### src/rtl/oled_pkg.sv
// Shared constants for the SSD1306 sequencer: FSM encoding, controller command bytes and init list length.
package oled_pkg;

  localparam logic [3:0] S_PWRUP      = 4'd0;
  localparam logic [3:0] S_INIT_ISSUE = 4'd1;
  localparam logic [3:0] S_INIT_WAIT  = 4'd2;
  localparam logic [3:0] S_IDLE       = 4'd3;
  localparam logic [3:0] S_PCMD_ISSUE = 4'd4;
  localparam logic [3:0] S_PCMD_WAIT  = 4'd5;
  localparam logic [3:0] S_FETCH      = 4'd6;
  localparam logic [3:0] S_DATA_ISSUE = 4'd7;
  localparam logic [3:0] S_DATA_WAIT  = 4'd8;

  localparam logic [7:0] SSD1306_ADDR = 8'h78;
  localparam logic [7:0] CTRL_CMD     = 8'h00;
  localparam logic [7:0] CTRL_DATA    = 8'h40;
  localparam logic [7:0] PCMD_PAGE    = 8'hB0;
  localparam logic [7:0] PCMD_COL_LO  = 8'h00;
  localparam logic [7:0] PCMD_COL_HI  = 8'h10;
  localparam logic [7:0] SSD1306_NOP  = 8'hE3;
  localparam int         INIT_LEN     = 25;

  // Per-page preamble: page select, then column pointer reset (low nibble, high nibble).
  function automatic logic [7:0] page_cmd(input logic [1:0] sub, input logic [2:0] page);
    case (sub)
      2'd0:    page_cmd = PCMD_PAGE | {5'd0, page};
      2'd1:    page_cmd = PCMD_COL_LO;
      default: page_cmd = PCMD_COL_HI;
    endcase
  endfunction

endpackage

### src/rtl/oled_seq_ctrl_if.sv
// Sequencer-to-driver handshake plus the framebuffer read port.
interface oled_seq_ctrl_if;
  logic       iic_start;
  logic       iic_dc;
  logic [7:0] iic_din;
  logic       iic_done;
  logic [9:0] fb_addr;
  logic [7:0] fb_data;

  modport master (
    output iic_start, iic_dc, iic_din, fb_addr,
    input  iic_done, fb_data
  );

  modport slave (
    input  iic_start, iic_dc, iic_din, fb_addr,
    output iic_done, fb_data
  );
endinterface

### src/rtl/oled_init_rom.sv
// SSD1306 power-on command list, indexed combinationally; indices past the list read as NOP.
module oled_init_rom
  import oled_pkg::*;
(
  input  logic [4:0] idx_i,
  output logic [7:0] byte_o
);

  always_comb begin
    case (idx_i)
      5'd0:    byte_o = 8'hAE;
      5'd1:    byte_o = 8'hD5;
      5'd2:    byte_o = 8'h80;
      5'd3:    byte_o = 8'hA8;
      5'd4:    byte_o = 8'h3F;
      5'd5:    byte_o = 8'hD3;
      5'd6:    byte_o = 8'h00;
      5'd7:    byte_o = 8'h40;
      5'd8:    byte_o = 8'h8D;
      5'd9:    byte_o = 8'h14;
      5'd10:   byte_o = 8'h20;
      5'd11:   byte_o = 8'h02;
      5'd12:   byte_o = 8'hA1;
      5'd13:   byte_o = 8'hC8;
      5'd14:   byte_o = 8'hDA;
      5'd15:   byte_o = 8'h12;
      5'd16:   byte_o = 8'h81;
      5'd17:   byte_o = 8'hCF;
      5'd18:   byte_o = 8'hD9;
      5'd19:   byte_o = 8'hF1;
      5'd20:   byte_o = 8'hDB;
      5'd21:   byte_o = 8'h40;
      5'd22:   byte_o = 8'hA4;
      5'd23:   byte_o = 8'hA6;
      5'd24:   byte_o = 8'hAF;
      default: byte_o = SSD1306_NOP;
    endcase
  end

endmodule

### src/rtl/oled_seq_ctrl.sv
// Owns the iic_driver: power-up wait, SSD1306 init list, then full-frame refreshes from the framebuffer.
// One transaction in flight at a time; refresh requests collapse into a single pending flag.
module oled_seq_ctrl
  import oled_pkg::*;
#(
  parameter int PWRUP_WAIT = 1_000_000,
  parameter int PAGES      = 8,
  parameter int COLS       = 128
) (
  input  logic            clk,
  input  logic            rst,
  input  logic            refresh,
  output logic            busy,
  output logic            init_done,
  oled_seq_ctrl_if.master bus
);

  localparam int              PW_W      = (PWRUP_WAIT > 1) ? $clog2(PWRUP_WAIT) : 1;
  localparam logic [PW_W-1:0] PW_LAST   = PW_W'(PWRUP_WAIT - 1);
  localparam logic [4:0]      IDX_LAST  = 5'(INIT_LEN - 1);
  localparam logic [2:0]      PAGE_LAST = 3'(PAGES - 1);
  localparam logic [6:0]      COL_LAST  = 7'(COLS - 1);

  logic [3:0]      state_q, state_d;
  logic [PW_W-1:0] pwr_cnt_q, pwr_cnt_d;
  logic [4:0]      idx_q, idx_d;
  logic [2:0]      page_q, page_d;
  logic [6:0]      col_q, col_d;
  logic [1:0]      sub_q, sub_d;
  logic            pending_q, pending_d;
  logic            init_done_q, init_done_d;
  logic [7:0]      din_q, din_d;
  logic [7:0]      rom_byte;

  oled_init_rom u_rom (
    .idx_i  (idx_q),
    .byte_o (rom_byte)
  );

  always_comb begin
    state_d     = state_q;
    pwr_cnt_d   = pwr_cnt_q;
    idx_d       = idx_q;
    page_d      = page_q;
    col_d       = col_q;
    sub_d       = sub_q;
    pending_d   = pending_q | refresh;
    init_done_d = init_done_q;
    din_d       = din_q;
    case (state_q)
      S_PWRUP: begin
        if (pwr_cnt_q == PW_LAST) begin
          pwr_cnt_d = '0;
          idx_d     = '0;
          state_d   = S_INIT_ISSUE;
        end else begin
          pwr_cnt_d = pwr_cnt_q + PW_W'(1);
        end
      end
      S_INIT_ISSUE: state_d = S_INIT_WAIT;
      S_INIT_WAIT: begin
        if (bus.iic_done) begin
          if (idx_q == IDX_LAST) begin
            idx_d       = '0;
            init_done_d = 1'b1;
            state_d     = S_IDLE;
          end else begin
            idx_d   = idx_q + 5'd1;
            state_d = S_INIT_ISSUE;
          end
        end
      end
      S_IDLE: begin
        // A refresh landing in this very cycle stays pending for a follow-up frame.
        if (pending_q) begin
          pending_d = refresh;
          page_d    = '0;
          sub_d     = '0;
          col_d     = '0;
          state_d   = S_PCMD_ISSUE;
        end
      end
      S_PCMD_ISSUE: state_d = S_PCMD_WAIT;
      S_PCMD_WAIT: begin
        if (bus.iic_done) begin
          if (sub_q == 2'd2) begin
            sub_d   = '0;
            col_d   = '0;
            state_d = S_FETCH;
          end else begin
            sub_d   = sub_q + 2'd1;
            state_d = S_PCMD_ISSUE;
          end
        end
      end
      S_FETCH: state_d = S_DATA_ISSUE;
      S_DATA_ISSUE: begin
        din_d   = bus.fb_data;
        state_d = S_DATA_WAIT;
      end
      S_DATA_WAIT: begin
        if (bus.iic_done) begin
          if (col_q == COL_LAST) begin
            col_d = '0;
            if (page_q == PAGE_LAST) begin
              page_d  = '0;
              state_d = S_IDLE;
            end else begin
              page_d  = page_q + 3'd1;
              state_d = S_PCMD_ISSUE;
            end
          end else begin
            col_d   = col_q + 7'd1;
            state_d = S_FETCH;
          end
        end
      end
      default: state_d = S_PWRUP;
    endcase
  end

  always_ff @(posedge clk or posedge rst) begin
    if (rst) begin
      state_q     <= S_PWRUP;
      pwr_cnt_q   <= '0;
      idx_q       <= '0;
      page_q      <= '0;
      col_q       <= '0;
      sub_q       <= '0;
      pending_q   <= 1'b0;
      init_done_q <= 1'b0;
      din_q       <= '0;
    end else begin
      state_q     <= state_d;
      pwr_cnt_q   <= pwr_cnt_d;
      idx_q       <= idx_d;
      page_q      <= page_d;
      col_q       <= col_d;
      sub_q       <= sub_d;
      pending_q   <= pending_d;
      init_done_q <= init_done_d;
      din_q       <= din_d;
    end
  end

  // Command bytes come straight from the counters, which only move on iic_done, so they hold
  // through the transaction; data is taken live from the RAM at issue and held in din_q after.
  always_comb begin
    bus.iic_start = 1'b0;
    bus.iic_dc    = 1'b0;
    bus.iic_din   = din_q;
    case (state_q)
      S_INIT_ISSUE: begin
        bus.iic_start = 1'b1;
        bus.iic_din   = rom_byte;
      end
      S_INIT_WAIT:  bus.iic_din = rom_byte;
      S_PCMD_ISSUE: begin
        bus.iic_start = 1'b1;
        bus.iic_din   = page_cmd(sub_q, page_q);
      end
      S_PCMD_WAIT:  bus.iic_din = page_cmd(sub_q, page_q);
      S_DATA_ISSUE: begin
        bus.iic_start = 1'b1;
        bus.iic_dc    = 1'b1;
        bus.iic_din   = bus.fb_data;
      end
      S_DATA_WAIT:  bus.iic_dc = 1'b1;
      default: ;
    endcase
  end

  assign bus.fb_addr = 10'(page_q) * 10'(COLS) + 10'(col_q);
  assign busy        = (state_q != S_IDLE) | pending_q;
  assign init_done   = init_done_q;

endmodule
### src/flat_wrapper.sv
// flat-port wrapper written by rule: the top's interface ports become plain ports
module oled_seq_ctrl_flat import oled_pkg::*;
#(
  parameter int PWRUP_WAIT = 1_000_000,
  parameter int PAGES      = 8,
  parameter int COLS       = 128
)
  (clk, rst, refresh, busy, init_done, bus_iic_start, bus_iic_dc, bus_iic_din, bus_fb_addr, bus_iic_done, bus_fb_data);
  oled_seq_ctrl_if bus_i ();
  input  logic clk;
  input  logic rst;
  input  logic refresh;
  output logic busy;
  output logic init_done;
  output wire logic [$bits(bus_i.iic_start)-1:0] bus_iic_start;
  output wire logic [$bits(bus_i.iic_dc)-1:0] bus_iic_dc;
  output wire logic [$bits(bus_i.iic_din)-1:0] bus_iic_din;
  output wire logic [$bits(bus_i.fb_addr)-1:0] bus_fb_addr;
  input wire logic [$bits(bus_i.iic_done)-1:0] bus_iic_done;
  input wire logic [$bits(bus_i.fb_data)-1:0] bus_fb_data;
  assign bus_iic_start = bus_i.iic_start;
  assign bus_iic_dc = bus_i.iic_dc;
  assign bus_iic_din = bus_i.iic_din;
  assign bus_fb_addr = bus_i.fb_addr;
  assign bus_i.iic_done = bus_iic_done;
  assign bus_i.fb_data = bus_fb_data;
  oled_seq_ctrl #(.PWRUP_WAIT(PWRUP_WAIT), .PAGES(PAGES), .COLS(COLS)) u_core (.clk(clk), .rst(rst), .refresh(refresh), .busy(busy), .init_done(init_done), .bus(bus_i));
endmodule
### config.mk
export PLATFORM = sky130hd
export DESIGN_NAME = oled_seq_ctrl_flat
export DESIGN_NICKNAME = d
export VERILOG_FILES = /design/src/rtl/oled_pkg.sv /design/src/rtl/oled_seq_ctrl_if.sv /design/src/rtl/oled_init_rom.sv /design/src/rtl/oled_seq_ctrl.sv /design/src/flat_wrapper.sv
export SDC_FILE = /design/constraint.sdc
export NUM_CORES = 1
export LEC_CHECK = 0
export BUFFER_PORTS_ARGS = -buffer_cell sky130_fd_sc_hd__buf_2
export CELL_PAD_IN_SITES_DETAIL_PLACEMENT = 2
export CELL_PAD_IN_SITES_GLOBAL_PLACEMENT = 2
export CORE_ASPECT_RATIO = 0.75
export CORE_MARGIN = 1.5
export CORE_UTILIZATION = 37
export CTS_CLUSTER_DIAMETER = 60
export DETAILED_ROUTE_END_ITERATION = 7
export GPL_TIMING_DRIVEN = 0
export PLACE_DENSITY = 0.91
export SYNTH_ARGS = -nofsm -noshare
export SYNTH_HDL_FRONTEND = slang
export SYNTH_SLANG_ARGS = --single-unit
### constraint.sdc
create_clock -name clk -period 2.3 [get_ports clk]
set_clock_uncertainty 0.2 [all_clocks]
set_input_delay 0.46 -clock clk [delete_from_list [all_inputs] [get_ports clk]]
set_output_delay 0.46 -clock clk [all_outputs]
set_load 0.05 [all_outputs]
==> flow_summary.json <==
{
  "grt_max_degree": 33,
  "critPathKind": "flop to primary output",
  "avgRoutedWirePerCell_um": 30.7,
  "r2r_cells": 8,
  "cts_buffer_depth": 2,
  "rsz0062_at_grt": "yes",
  "holdWs_ns": -0.00875,
  "synth_ff_type": "dfrtp_1",
  "maxCapViolCount": 0,
  "hold_viol": 17,
  "grt_pass1_wl_um": 24800,
  "via_per_inst": 6.32,
  "ir_drop_uv": 575,
  "cts_hold_buf": 0,
  "synth.largest_area_cell": "dfrtp_1",
  "synth_area_per_cell_sq_um": 8.94,
  "worstPathArrival_ns": 2.17,
  "htreeDepth": 2,
  "power_density_mw_per_mm2": 1640,
  "violations": "hold timing, setup timing",
  "drtIter0Drc": 377,
  "hpwlAfterDp_um": 8200,
  "rrSetupSlack_ns": -0.11,
  "wirelength_um": 18600,
  "synth_cell_types": 71,
  "vias": 3825,
  "clk_pin_slew_worst_paths_ns": 0.08,
  "ys_warn_count": 0,
  "max_slew.worst_pin.slew_ns": 0.546,
  "async_flop_share": 1.00,
  "worst_slack_ns": -0.535,
  "synth_edf_count": 0,
  "endpoint_kind": "primary output",
  "die-area_sq_mm": 0.00987,
  "boundaryPins": 34,
  "detail-route-antenna-nets": 0,
  "cts_tree": "yes",
  "rows": 30,
  "nets": 498,
  "status": "finished with violations",
  "core_area_sq_mm": 0.00905,
  "reg2reg_from": "u_core.state_q[2]",
  "cts_made_buffers": 5,
  "synth_top_area_share": 0.372,
  "firstDrtPassIters": 5,
  "critPathRequiredTime_ns": 1.64,
  "synth-seq-cells": 51,
  "holdCritPathClass": "primary input to asynchronous set/reset pin",
  "grt.total_usage": 0.340,
  "cts-root-buf": "clkbuf_16",
  "netlist_instances": 384,
  "p_leak_nw": 2.10,
  "final_area_sq_mm": 0.00484,
  "syn_area_sq_mm": 0.00343,
  "cts_sinks": 51,
  "maxSlewHeadroom": 0.634,
  "clock_latency_ns": 0.31,
  "slew_violations": 0,
  "syn-num-nets": 406,
  "reg2reg_to": "u_core.state_q[1]",
  "place_congestion": 0.850,
  "overflow": 0,
  "diodes": 0,
  "syn2layout_area_growth_pct": 40.9,
  "timing.final.crit_share": 1.23,
  "synthTopCellsByArea": "dfrtp_1 37%, nand2_1 7.1%, ha_1 3.6%",
  "critPathMaxFanout": 10,
  "dieHeight_um": 86.4,
  "grt_pass1_vias": 3994,
  "remaining_drc_errors": 0,
  "start_util": 0.379,
  "synth_seq_area_share": 0.372,
  "placed_area_sq_mm": 0.00383,
  "min_period_ns": 2.83,
  "setup_viol": 18,
  "antenna_found_initial": 0,
  "finalSetupTns_ns": -4.55,
  "drive_gt1_frac": 0.392,
  "port_buffers": 32,
  "fp.dieW_um": 114,
  "start_kind": "flop",
  "max_freq_mhz": 353
}
critical path, cell delays in order (launching register included):
cell	delay (ns)
dfrtp_2	0.46
buf_8	0.17
buf_8	0.15
a21oi_4	0.17
nand2_4	0.10
buf_6	0.13
a222oi_1	0.32
nand2_1	0.16
buf_6	0.19
how the worst max path moves through the flow:
| stage | start | to | slack (ns) | depth (start not counted) |
|---|---|---|---|---|
| global placement | rst | u_core.din_q[6] | -0.33 | 2 |
| CTS | u_core.state_q[0] | bus_iic_din[2] | -0.40 | 8 |
| finish | u_core.state_q[1] | bus_iic_din[4] | -0.53 | 8 |
| detailed placement | u_core.idx_q[2] | bus_iic_din[4] | -0.39 | 7 |
| floorplan | u_core.idx_q[0] | bus_iic_din[3] | -0.16 | 5 |
| global route | u_core.state_q[1] | bus_iic_din[4] | -0.61 | 8 |
where the power goes:
part	switching [mW]	internal [mW]
sequential	0.352	1.14
combinational	3.33	2.30
clock	0.420	0.412
total	4.10	3.85
placed cells by master (no fill, tap or decap), types with 5 or more instances in the layout:
cell type | netlist | routed
nand2_2 | 1 | 5
ha_1 | 10 | 7
buf_4 | 0 | 48
dfrtp_2 | 0 | 8
nand3b_1 | 5 | 5
buf_8 | 0 | 6
nand4_1 | 5 | 5
a21oi_1 | 8 | 6
nand3_1 | 24 | 23
buf_6 | 3 | 15
o211ai_1 | 5 | 5
xnor2_1 | 14 | 14
nand2b_1 | 15 | 13
buf_2 | 2 | 21
nand2_1 | 65 | 57
nor2_1 | 27 | 25
xor2_1 | 6 | 5
dfrtp_1 | 51 | 43
clkbuf_16 | 0 | 7
o21ai_0 | 23 | 17
synthesized netlist by cell type, types with 5 or more instances:
cell type and instances:
nand3b_1 5, ha_1 10, clkbuf_8 5, o21ai_0 23, nand3_1 24, inv_1 8, o211ai_1 5, nand2_1 65
nand4_1 5, nor2_1 27, xnor2_1 14, xor2_1 6, a21oi_1 8, nor3_1 9, clkbuf_1 9, dfrtp_1 51
nand2b_1 15
metrics by stage:
stage	setup slack, ns	total power [mW]	util	cells
finish	-0.535	7.95	0.535	605
global route	-0.613	8.20	0.535	605
CTS	-0.399	6.88	0.503	588
detailed placement	-0.388	4.96	0.424	545
global placement	-0.327	4.78	0.422	544
floorplan	-0.158	4.05	-	384
state kept, by name, indices dropped and copies added, names as in the netlist:
register / count
u_core.din_q: 8
u_core.page_q: 3
u_core.col_q: 7
u_core.pending_q: 1
u_core.idx_q: 5
u_core.state_q: 4
u_core.sub_q: 2
u_core.init_done: 1
u_core.pwr_cnt_q: 20
routing by layer:
layer,vias up,GRT usage,share of wire
met5,-,0,0
met4,0,0.160,0.055
met3,72,0.0594,0.059
met2,208,0.594,0.49
met1,1980,0.411,0.40
li1,1565,-,-
cell families after synthesis:
| kind of cell | Yosys count | share of synthesized area |
|---|---|---|
| adder cells (fa/ha/maj) | 10 | 0.0365 |
| buffers and inverters | 27 | 0.0514 |
| AO/OA/AOI/OAI | 84 | 0.178 |
| AND/OR/NAND/NOR | 187 | 0.295 |
| XOR/XNOR | 20 | 0.0510 |
| flip-flops | 51 | 0.372 |
| multiplexers | 5 | 0.0164 |
final cells by class:
cell class / count / area, sq um
inverters: 8 / 38.8
multi-input cells: 306 / 2280
well taps: 128 / 160
fillers: 915 / 4210
clock buffers: 5 / 125
repair buffers: 87 / 704
plain buffers: 17 / 213
flip-flops and latches: 51 / 1290
clock inverters: 3 / 23.8
timing repair:
item	4_1_cts	5_1_grt
setup buffers	36	20
resized for setup	81	41
setup endpoints to repair	12	34
pin swaps	19	23
No activity file was read; power rests on OpenSTA's default activity.
